<file path="config.mk">
export PLATFORM = sky130hd
export DESIGN_NAME = pipe_reg_elastic_flat
export DESIGN_NICKNAME = d
export VERILOG_FILES = /design/src/rtl/pipe_pkg.sv /design/src/rtl/pipe_reg_elastic_if.sv /design/src/rtl/pipe_slot.sv /design/src/rtl/pipe_reg_elastic.sv /design/src/flat_wrapper.sv
export SDC_FILE = /design/constraint.sdc
export NUM_CORES = 1
export LEC_CHECK = 0
export ABC_AREA = 0
export BUFFER_PORTS_ARGS = -buffer_cell sky130_fd_sc_hd__buf_2
export CELL_PAD_IN_SITES_DETAIL_PLACEMENT = 1
export CELL_PAD_IN_SITES_GLOBAL_PLACEMENT = 1
export CORE_AREA = 2 2 191 193
export DETAILED_ROUTE_END_ITERATION = 12
export DIE_AREA = 0 0 193 195
export PLACE_DENSITY_LB_ADDON = 0.1
export SLEW_MARGIN = 10
export SYNTH_ARGS = -nofsm -noshare
export SYNTH_HDL_FRONTEND = slang
export SYNTH_SLANG_ARGS = --single-unit
</file>
<file path="constraint.sdc">
create_clock -name clk -period 2.6 [get_ports clk]
set_input_delay 0.26 -clock clk [delete_from_list [all_inputs] [get_ports clk]]
set_output_delay 0.26 -clock clk [all_outputs]
set_load 0.1 [all_outputs]
</file>
<file path="src/rtl/pipe_pkg.sv">
// Shared definitions for the elastic pipeline register: occupancy states and
// the bubble (nop) fill value used whenever a slot holds no word.
package pipe_pkg;

  typedef enum logic [1:0] {
    EMPTY = 2'd0,
    HALF  = 2'd1,
    FULL  = 2'd2
  } pipe_state_e;

  // Replicate across any word width to build the all-zero bubble word.
  localparam logic BUBBLE_FILL = 1'b0;

endpackage

</file>
<file path="src/rtl/pipe_reg_elastic_if.sv">
// Upstream/downstream handshake bundle for one elastic pipeline stage.
interface pipe_reg_elastic_if #(
  parameter int NF    = 5,
  parameter int W     = 32,
  parameter int CNT_W = 16
);
  logic            in_valid;
  logic            in_ready;
  logic [NF*W-1:0] in_data;
  logic            flush;
  logic            out_valid;
  logic            out_ready;
  logic [NF*W-1:0] out_data;
  logic [CNT_W-1:0] stall_cnt;

  // The stage itself.
  modport slave (
    input  in_valid, in_data, flush, out_ready,
    output in_ready, out_valid, out_data, stall_cnt
  );

  // Whatever surrounds the stage (upstream producer plus downstream consumer).
  modport master (
    output in_valid, in_data, flush, out_ready,
    input  in_ready, out_valid, out_data, stall_cnt
  );
endinterface

</file>
<file path="src/rtl/pipe_slot.sv">
// One word of pipeline storage: per-field registers with clear, load and hold.
module pipe_slot #(
  parameter int NF = 5,
  parameter int W  = 32
) (
  input  logic            clk,
  input  logic            reset,
  input  logic            load_i,
  input  logic            clear_i,
  input  logic [NF*W-1:0] d_i,
  output logic [NF*W-1:0] q_o
);
  import pipe_pkg::*;

  genvar gi;
  generate
    for (gi = 0; gi < NF; gi++) begin : g_field
      logic [W-1:0] field_q;

      // Clear wins over load so a squash can never leave a stale field behind.
      always_ff @(posedge clk) begin
        if (reset || clear_i) begin
          field_q <= {W{BUBBLE_FILL}};
        end else if (load_i) begin
          field_q <= d_i[gi*W +: W];
        end
      end

      assign q_o[gi*W +: W] = field_q;
    end
  endgenerate
endmodule

</file>
<file path="src/rtl/pipe_reg_elastic.sv">
// Two-entry elastic pipeline register (main + skid) with flush and a saturating
// count of downstream back-pressure cycles.
module pipe_reg_elastic #(
  parameter int NF    = 5,
  parameter int W     = 32,
  parameter int CNT_W = 16
) (
  input  logic               clk,
  input  logic               reset,
  pipe_reg_elastic_if.slave  bus
);
  import pipe_pkg::*;

  localparam int DW = NF * W;

  pipe_state_e      state_q, state_d;
  logic [DW-1:0]    main_q, skid_q, main_d;
  logic             main_load, main_clr, main_from_skid;
  logic             skid_load, skid_clr;
  logic             in_fire, out_fire;
  logic [CNT_W-1:0] stall_q;

  // Handshake outputs depend on registered state only, never on the
  // incoming valid/ready, so stages can be chained without comb loops.
  assign bus.in_ready  = (state_q != FULL);
  assign bus.out_valid = (state_q != EMPTY);
  assign bus.out_data  = main_q;
  assign bus.stall_cnt = stall_q;

  assign in_fire  = bus.in_valid  & bus.in_ready;
  assign out_fire = bus.out_valid & bus.out_ready;

  always_comb begin
    state_d        = state_q;
    main_load      = 1'b0;
    main_clr       = 1'b0;
    main_from_skid = 1'b0;
    skid_load      = 1'b0;
    skid_clr       = 1'b0;
    if (bus.flush) begin
      state_d  = EMPTY;
      main_clr = 1'b1;
      skid_clr = 1'b1;
    end else begin
      case (state_q)
        EMPTY: begin
          if (in_fire) begin
            state_d   = HALF;
            main_load = 1'b1;
          end
        end
        HALF: begin
          if (in_fire && out_fire) begin
            main_load = 1'b1;
          end else if (in_fire) begin
            state_d   = FULL;
            skid_load = 1'b1;
          end else if (out_fire) begin
            state_d  = EMPTY;
            main_clr = 1'b1;
          end
        end
        FULL: begin
          if (out_fire) begin
            state_d        = HALF;
            main_load      = 1'b1;
            main_from_skid = 1'b1;
            skid_clr       = 1'b1;
          end
        end
        default: begin
          state_d  = EMPTY;
          main_clr = 1'b1;
          skid_clr = 1'b1;
        end
      endcase
    end
  end

  assign main_d = main_from_skid ? skid_q : bus.in_data;

  always_ff @(posedge clk) begin
    if (reset) begin
      state_q <= EMPTY;
    end else begin
      state_q <= state_d;
    end
  end

  pipe_slot #(.NF(NF), .W(W)) u_main (
    .clk     (clk),
    .reset   (reset),
    .load_i  (main_load),
    .clear_i (main_clr),
    .d_i     (main_d),
    .q_o     (main_q)
  );

  pipe_slot #(.NF(NF), .W(W)) u_skid (
    .clk     (clk),
    .reset   (reset),
    .load_i  (skid_load),
    .clear_i (skid_clr),
    .d_i     (bus.in_data),
    .q_o     (skid_q)
  );

  // Counts stalls even during a flush cycle; only reset clears it.
  always_ff @(posedge clk) begin
    if (reset) begin
      stall_q <= '0;
    end else if (bus.out_valid && !bus.out_ready && (stall_q != {CNT_W{1'b1}})) begin
      stall_q <= stall_q + 1'b1;
    end
  end
endmodule

</file>
<file path="src/flat_wrapper.sv">
// flat-port wrapper written by rule: the top's interface ports become plain ports
module pipe_reg_elastic_flat import pipe_pkg::*;
#(
  parameter int NF    = 5,
  parameter int W     = 32,
  parameter int CNT_W = 16
)
  (clk, reset, bus_in_valid, bus_in_data, bus_flush, bus_out_ready, bus_in_ready, bus_out_valid, bus_out_data, bus_stall_cnt);
  pipe_reg_elastic_if #(.NF(NF), .W(W), .CNT_W(CNT_W)) bus_i ();
  input  logic clk;
  input  logic reset;
  input wire logic [$bits(bus_i.in_valid)-1:0] bus_in_valid;
  input wire logic [$bits(bus_i.in_data)-1:0] bus_in_data;
  input wire logic [$bits(bus_i.flush)-1:0] bus_flush;
  input wire logic [$bits(bus_i.out_ready)-1:0] bus_out_ready;
  output wire logic [$bits(bus_i.in_ready)-1:0] bus_in_ready;
  output wire logic [$bits(bus_i.out_valid)-1:0] bus_out_valid;
  output wire logic [$bits(bus_i.out_data)-1:0] bus_out_data;
  output wire logic [$bits(bus_i.stall_cnt)-1:0] bus_stall_cnt;
  assign bus_i.in_valid = bus_in_valid;
  assign bus_i.in_data = bus_in_data;
  assign bus_i.flush = bus_flush;
  assign bus_i.out_ready = bus_out_ready;
  assign bus_in_ready = bus_i.in_ready;
  assign bus_out_valid = bus_i.out_valid;
  assign bus_out_data = bus_i.out_data;
  assign bus_stall_cnt = bus_i.stall_cnt;
  pipe_reg_elastic #(.NF(NF), .W(W), .CNT_W(CNT_W)) u_core (.clk(clk), .reset(reset), .bus(bus_i));
endmodule
</file>
### Word level (Yosys, flattened, before mapping)

Cells that the tools add are included.
Widths: inputs -> output; s select.

* add/subtract/negate cells: 1
* eq/ne operators: 8
* multiplexer cells: 23
* bitwise logic cells: 2
* reduce and logical (&&, ||, !) cells: 12

Operators with widths (number)
* $mux 160: 1
* $add 16x1->16 const B: 1
* $ne 16x16->1 const B: 1
* $mux 1: 13
* $mux 2: 5
* $pmux 2 s3: 1
* $reduce_or 2->1: 3
* $ne 2x1->1 const B: 2
* $ne 2x2->1 const B: 2
* $pmux 1 s2: 2
* $reduce_and 4->1: 1
* $logic_and 1x1->1: 3
* $ne 3x1->1 const B: 1
* $pmux 1 s3: 1
* $and 1x1->1: 2
* $eq 2x1->1 const B: 1
* $eq 2x2->1 const B: 1
* $logic_not 2->1: 1
* $logic_or 1x1->1: 2
* $reduce_bool 2->1: 1
* $logic_not 1->1: 1

* register bits after elaboration: 338
* bits of input ports: 165
* output and inout port bits: 178
* logic and storage cells: 58

### Longest topological paths before layout

* word-level depth: 8
* depth in mapped cells: 8
* mapped depth without buffers: 5

### By module

From an unflattened synthesis, not the netlist that was laid out.

* cells, all modules: 1334
* area, all modules: 14361.3 sq um

By module, submodules not included
* pipe_slot: instances 2, cells an instance 517, area an instance 5690.5 sq um, seq. area each 3203.1 sq um
* pipe_reg_elastic: instances 1, cells an instance 300, area an instance 2980.4 sq um, seq. area each 360.3 sq um

### Least setup slack after synthesis

No wires, ideal clock.

* kind: register -> register
* start point: register u_core.stall_q[1] (netlist: u_core.bus.stall_cnt[1])
* end point: register u_core.stall_q[7] (netlist: u_core.bus.stall_cnt[7])
* setup time: 0.123 ns
* data arrival time: 2.563 ns
* required time: 2.477 ns
* slack: -0.086 ns
* stages on the path, launching flop included: 7
* buffers on the path: 1
* clock period less this slack: 2.686 ns
* path through: dfxtp_1 -> ha_1 -> nand4_1 -> nor4_4 -> buf_4 -> nor4_1 -> mux2_1

* longest elaborated chain between the ends: 2
* elaborated cells on any way between the ends: 3
* classes of those cells: add/sub (1); eq/ne (1); reduce/logical (1)

RTL lines
* start, declared: line pipe_reg_elastic.sv:21 `logic [CNT_W-1:0] stall_q;`
* start signal, assigned: line pipe_reg_elastic.sv:113 `stall_q <= stall_q + 1'b1;`
* branches (longest 2 deep; another with $add 16x1->16)

Several ways; the timed one is not identified.
A chain may end at the register's enable or synchronous reset.

### Worst setup path after layout

* start point: register u_core.stall_q[0] (netlist: u_core.bus.stall_cnt[0])
* end point: register u_core.stall_q[7] (netlist: u_core.bus.stall_cnt[7])

Same word-level chain as after synthesis.

==> out/metrics.yaml <==
outcome: "completed"
yosysTopAreaCell: "dfxtp_1"
via_count_of_the_first_global_routing_pass: 13800
clock_tree.buffer_depth: 3
total_wirelength_of_the_detailed_routed_design_um: 46600
worstPathArrival_ps: 2540
design.die.area_um2: 37600
antenna_found_initial: 6
initial_core_util_pct: 39.8
cts_repair_resize_count: 0
area_inside_the_core_boundary_um2: 35400
grt_util_all_layers_pct: 24.1
syn_area_um2: 14100
tightestPinTransition_ps: 590
routed_wire_length_per_instance_um: 18.8
critPathMaxFanout: 10
total_of_flip_flops_plus_latches_after_synthesis: 338
post_drt_via_cell_ratio: 5.43
dr.pass1.iters: 5
synth_edf_count: 0
layout_setup_ws_ps: 485
post_synth_num_cell_types: 44
layout.filler_cells: 4094
finalCriticalPeriod_ps: 2110
worst_setup_path_end_kind: "register"
synth-simple-area-share_pct: 11.5
fp-row-count: 69
tritoncts: "yes"
hp-class: "in2reg"
routability_cong: 0.772
multi_input_comb_area_um2: 6530
synth_most_common_cell: "dfxtp_1"
drt_first_iter_violations: 562
startpoint_type_of_the_worst_setup_path: "register"
post_synth_fa_ha_maj_area_fraction_pct: 0.0888
clock-sinks: 338
die_w_um: 193
timing.clock.skew_ps: 10.6
yosys.area.top_type_share_pct: 48.0
detailroute.via_count: 13400
required_ps: 3020
timing_max_transition_violations_final: 0
drt.antenna.violating_nets: 0
synth_top_cells_by_area: "dfxtp_1 48%, a21oi_1 12%, mux2i_1 12%"
pin_count_of_the_biggest_net_entering_global_routing: 102
synth_commonest_cells: "338 x dfxtp_1, 328 x a21oi_1, 328 x nand2_1"
cts_inserted_buffers: 39
power_dens_cells_nw_per_um2: 648
post_route_cells_drive_above_1_share_pct: 22.2
max_freq_mhz: 473
largest_family_of_logic_cells_by_synthesized_area: "compound AO/OA/AOI/OAI gates"
avgSynthCellArea_um2: 8.98
muxShareOfSynthArea_pct: 11.9
p_leak_uw: 0.00688
seqCellArea_um2: 6770
synth_cells: 1568
yosys.area_share.xor_xnor_pct: 0
synth_seq_area_share_pct: 48.0
final.period_utilization_pct: 81.3
maxCapViolCount: 0
max_slew_margin_pct: 60.7
postCtsSetupRepairBufs: 0
place_hpwl_um: 28300
postSynthNetCount: 1734
clk_transition_reported_paths_ps: 60
final.setup.tns_ps: 0
first_pass_grt_wire_length_um: 73700
finalHoldViolations: 0
yosys_warnings: 0
master_cell_of_the_clock_root_buffer: "clkbuf_16"
num-nets-final: 2150
cts-htree-levels: 2
synth_compound_gate_area_share_pct: 22.5
async_reset_ff_share_pct: 0
timing_worst_setup_path_type: "reg2reg"
io_pins: 343
numPortBuffers: 342
fin_cells: 2476
irDropWorstVdd_uv: 497
drc: 0
grt_overflow_total: 0
postSynth.topFlopCell: "dfxtp_1"
place.detailed.instances: 2243
rsz0062_at_grt: "false"
clock_insertion_delay_worst_skew_ps: 530
pre_cts_slack_ps: 498
finalSetupViolCount: 0
fp.dieH_um: 195
ctsHoldBuffers: 161
synthToLayoutAreaGrowth_pct: 34.9
==> placed cells by master (no fill, tap or decap), drive strengths merged, types with 2 or more instances in the layout <==
master,synthesis,final
buf,60,379
dfxtp,338,338
nor2b,9,9
nor2,8,8
nand3,7,7
clkinv,1,2
clkbuf,105,59
a311oi,160,160
a31oi,2,2
nand4,8,8
o31ai,4,4
nand2b,3,3
nand2,328,328
inv,3,7
and4b,2,2
diode,0,7
or3,2,2
o21ai,7,7
nor3,4,4
and3,2,2
mux2,5,5
or4,5,5
nor3b,2,2
dlygate4sd3,0,161
mux2i,162,162
nor4,4,4
a21oi,328,328
==> power by group <==
part | internal (uW) | switching, uW | total [uW] | leakage [uW]
registers | 5280 | 56.5 | 5330 | 0.00274
logic | 534 | 1270 | 1800 | 0.00357
clock network | 3040 | 2140 | 5180 | 0.000576
total | 8850 | 3470 | 12300 | 0.00688
==> metal layers <==
layer	routed length (um)	GRT usage [%]	share of wire, %	up-vias
met5	0	0	0	-
met4	1330	7.66	2.9	0
met3	2740	5.75	5.9	84
met2	22300	40.5	48	314
met1	20300	30.4	43	6507
li1	-	-	-	6538
==> through the flow <==
stage | power (uW) | hold WS [ps] | area, um2 | utilization, %
after floorplan | 6580 | 352 | 14100 | -
after global placement | 7020 | 441 | 16200 | 45.8
after detailed placement | 7040 | 447 | 16200 | 45.8
after CTS | 12500 | 137 | 19000 | 53.6
after global routing | 12800 | 154 | 19000 | 53.7
final | 12300 | 154 | 19000 | 53.7
==> cell type report <==
class,count,area share [%]
inverters,4,0.119
repair buffers,540,20.6
clock inverters,6,0.349
multi-input cells,1061,34.3
well taps,461,3.04
clock buffers,59,5.85
diodes,7,0.0922
flip-flops and latches,338,35.6
==> path summary, 6_finish.rpt <==
| kind | slack [ps] | startpoint | end | cells after the start |
|---|---|---|---|---|
| max | 490 | u_core.bus.stall_cnt[0] | u_core.bus.stall_cnt[7] | 6 |
| min | 150 | bus_flush | u_core.state_q[0] | 2 |
| max reg2reg | 490 | u_core.bus.stall_cnt[0] | u_core.bus.stall_cnt[7] | 6 |
| min reg2reg | 450 | u_core.u_skid.g_field[1].field_q[18] | u_core.u_skid.g_field[1].field_q[18] | 2 |
==> flip-flops by register name, indices dropped and copies added, names as in the netlist <==
register and flops:
u_core.u_main.g_field.field_q 160, u_core.u_skid.g_field.field_q 160, u_core.bus.stall_cnt 16, u_core.state_q 2
==> worst max-delay path, cell delays in order, from the launching register on <==
cell and delay (ps):
dfxtp_2 400, ha_1 260, nand4_1 280, nor4_4 430, buf_4 230, nor4_1 60, mux2_1 330
==> cell families after synthesis <==
kind of cell               Yosys count
AOI/OAI and AO/OA                  507
buffers and inverters              169
DFF                                338
muxes                              167
and+or+nand+nor                    386
adders and majority gates            1
Note: power is estimated with default switching activity, not from simulation.
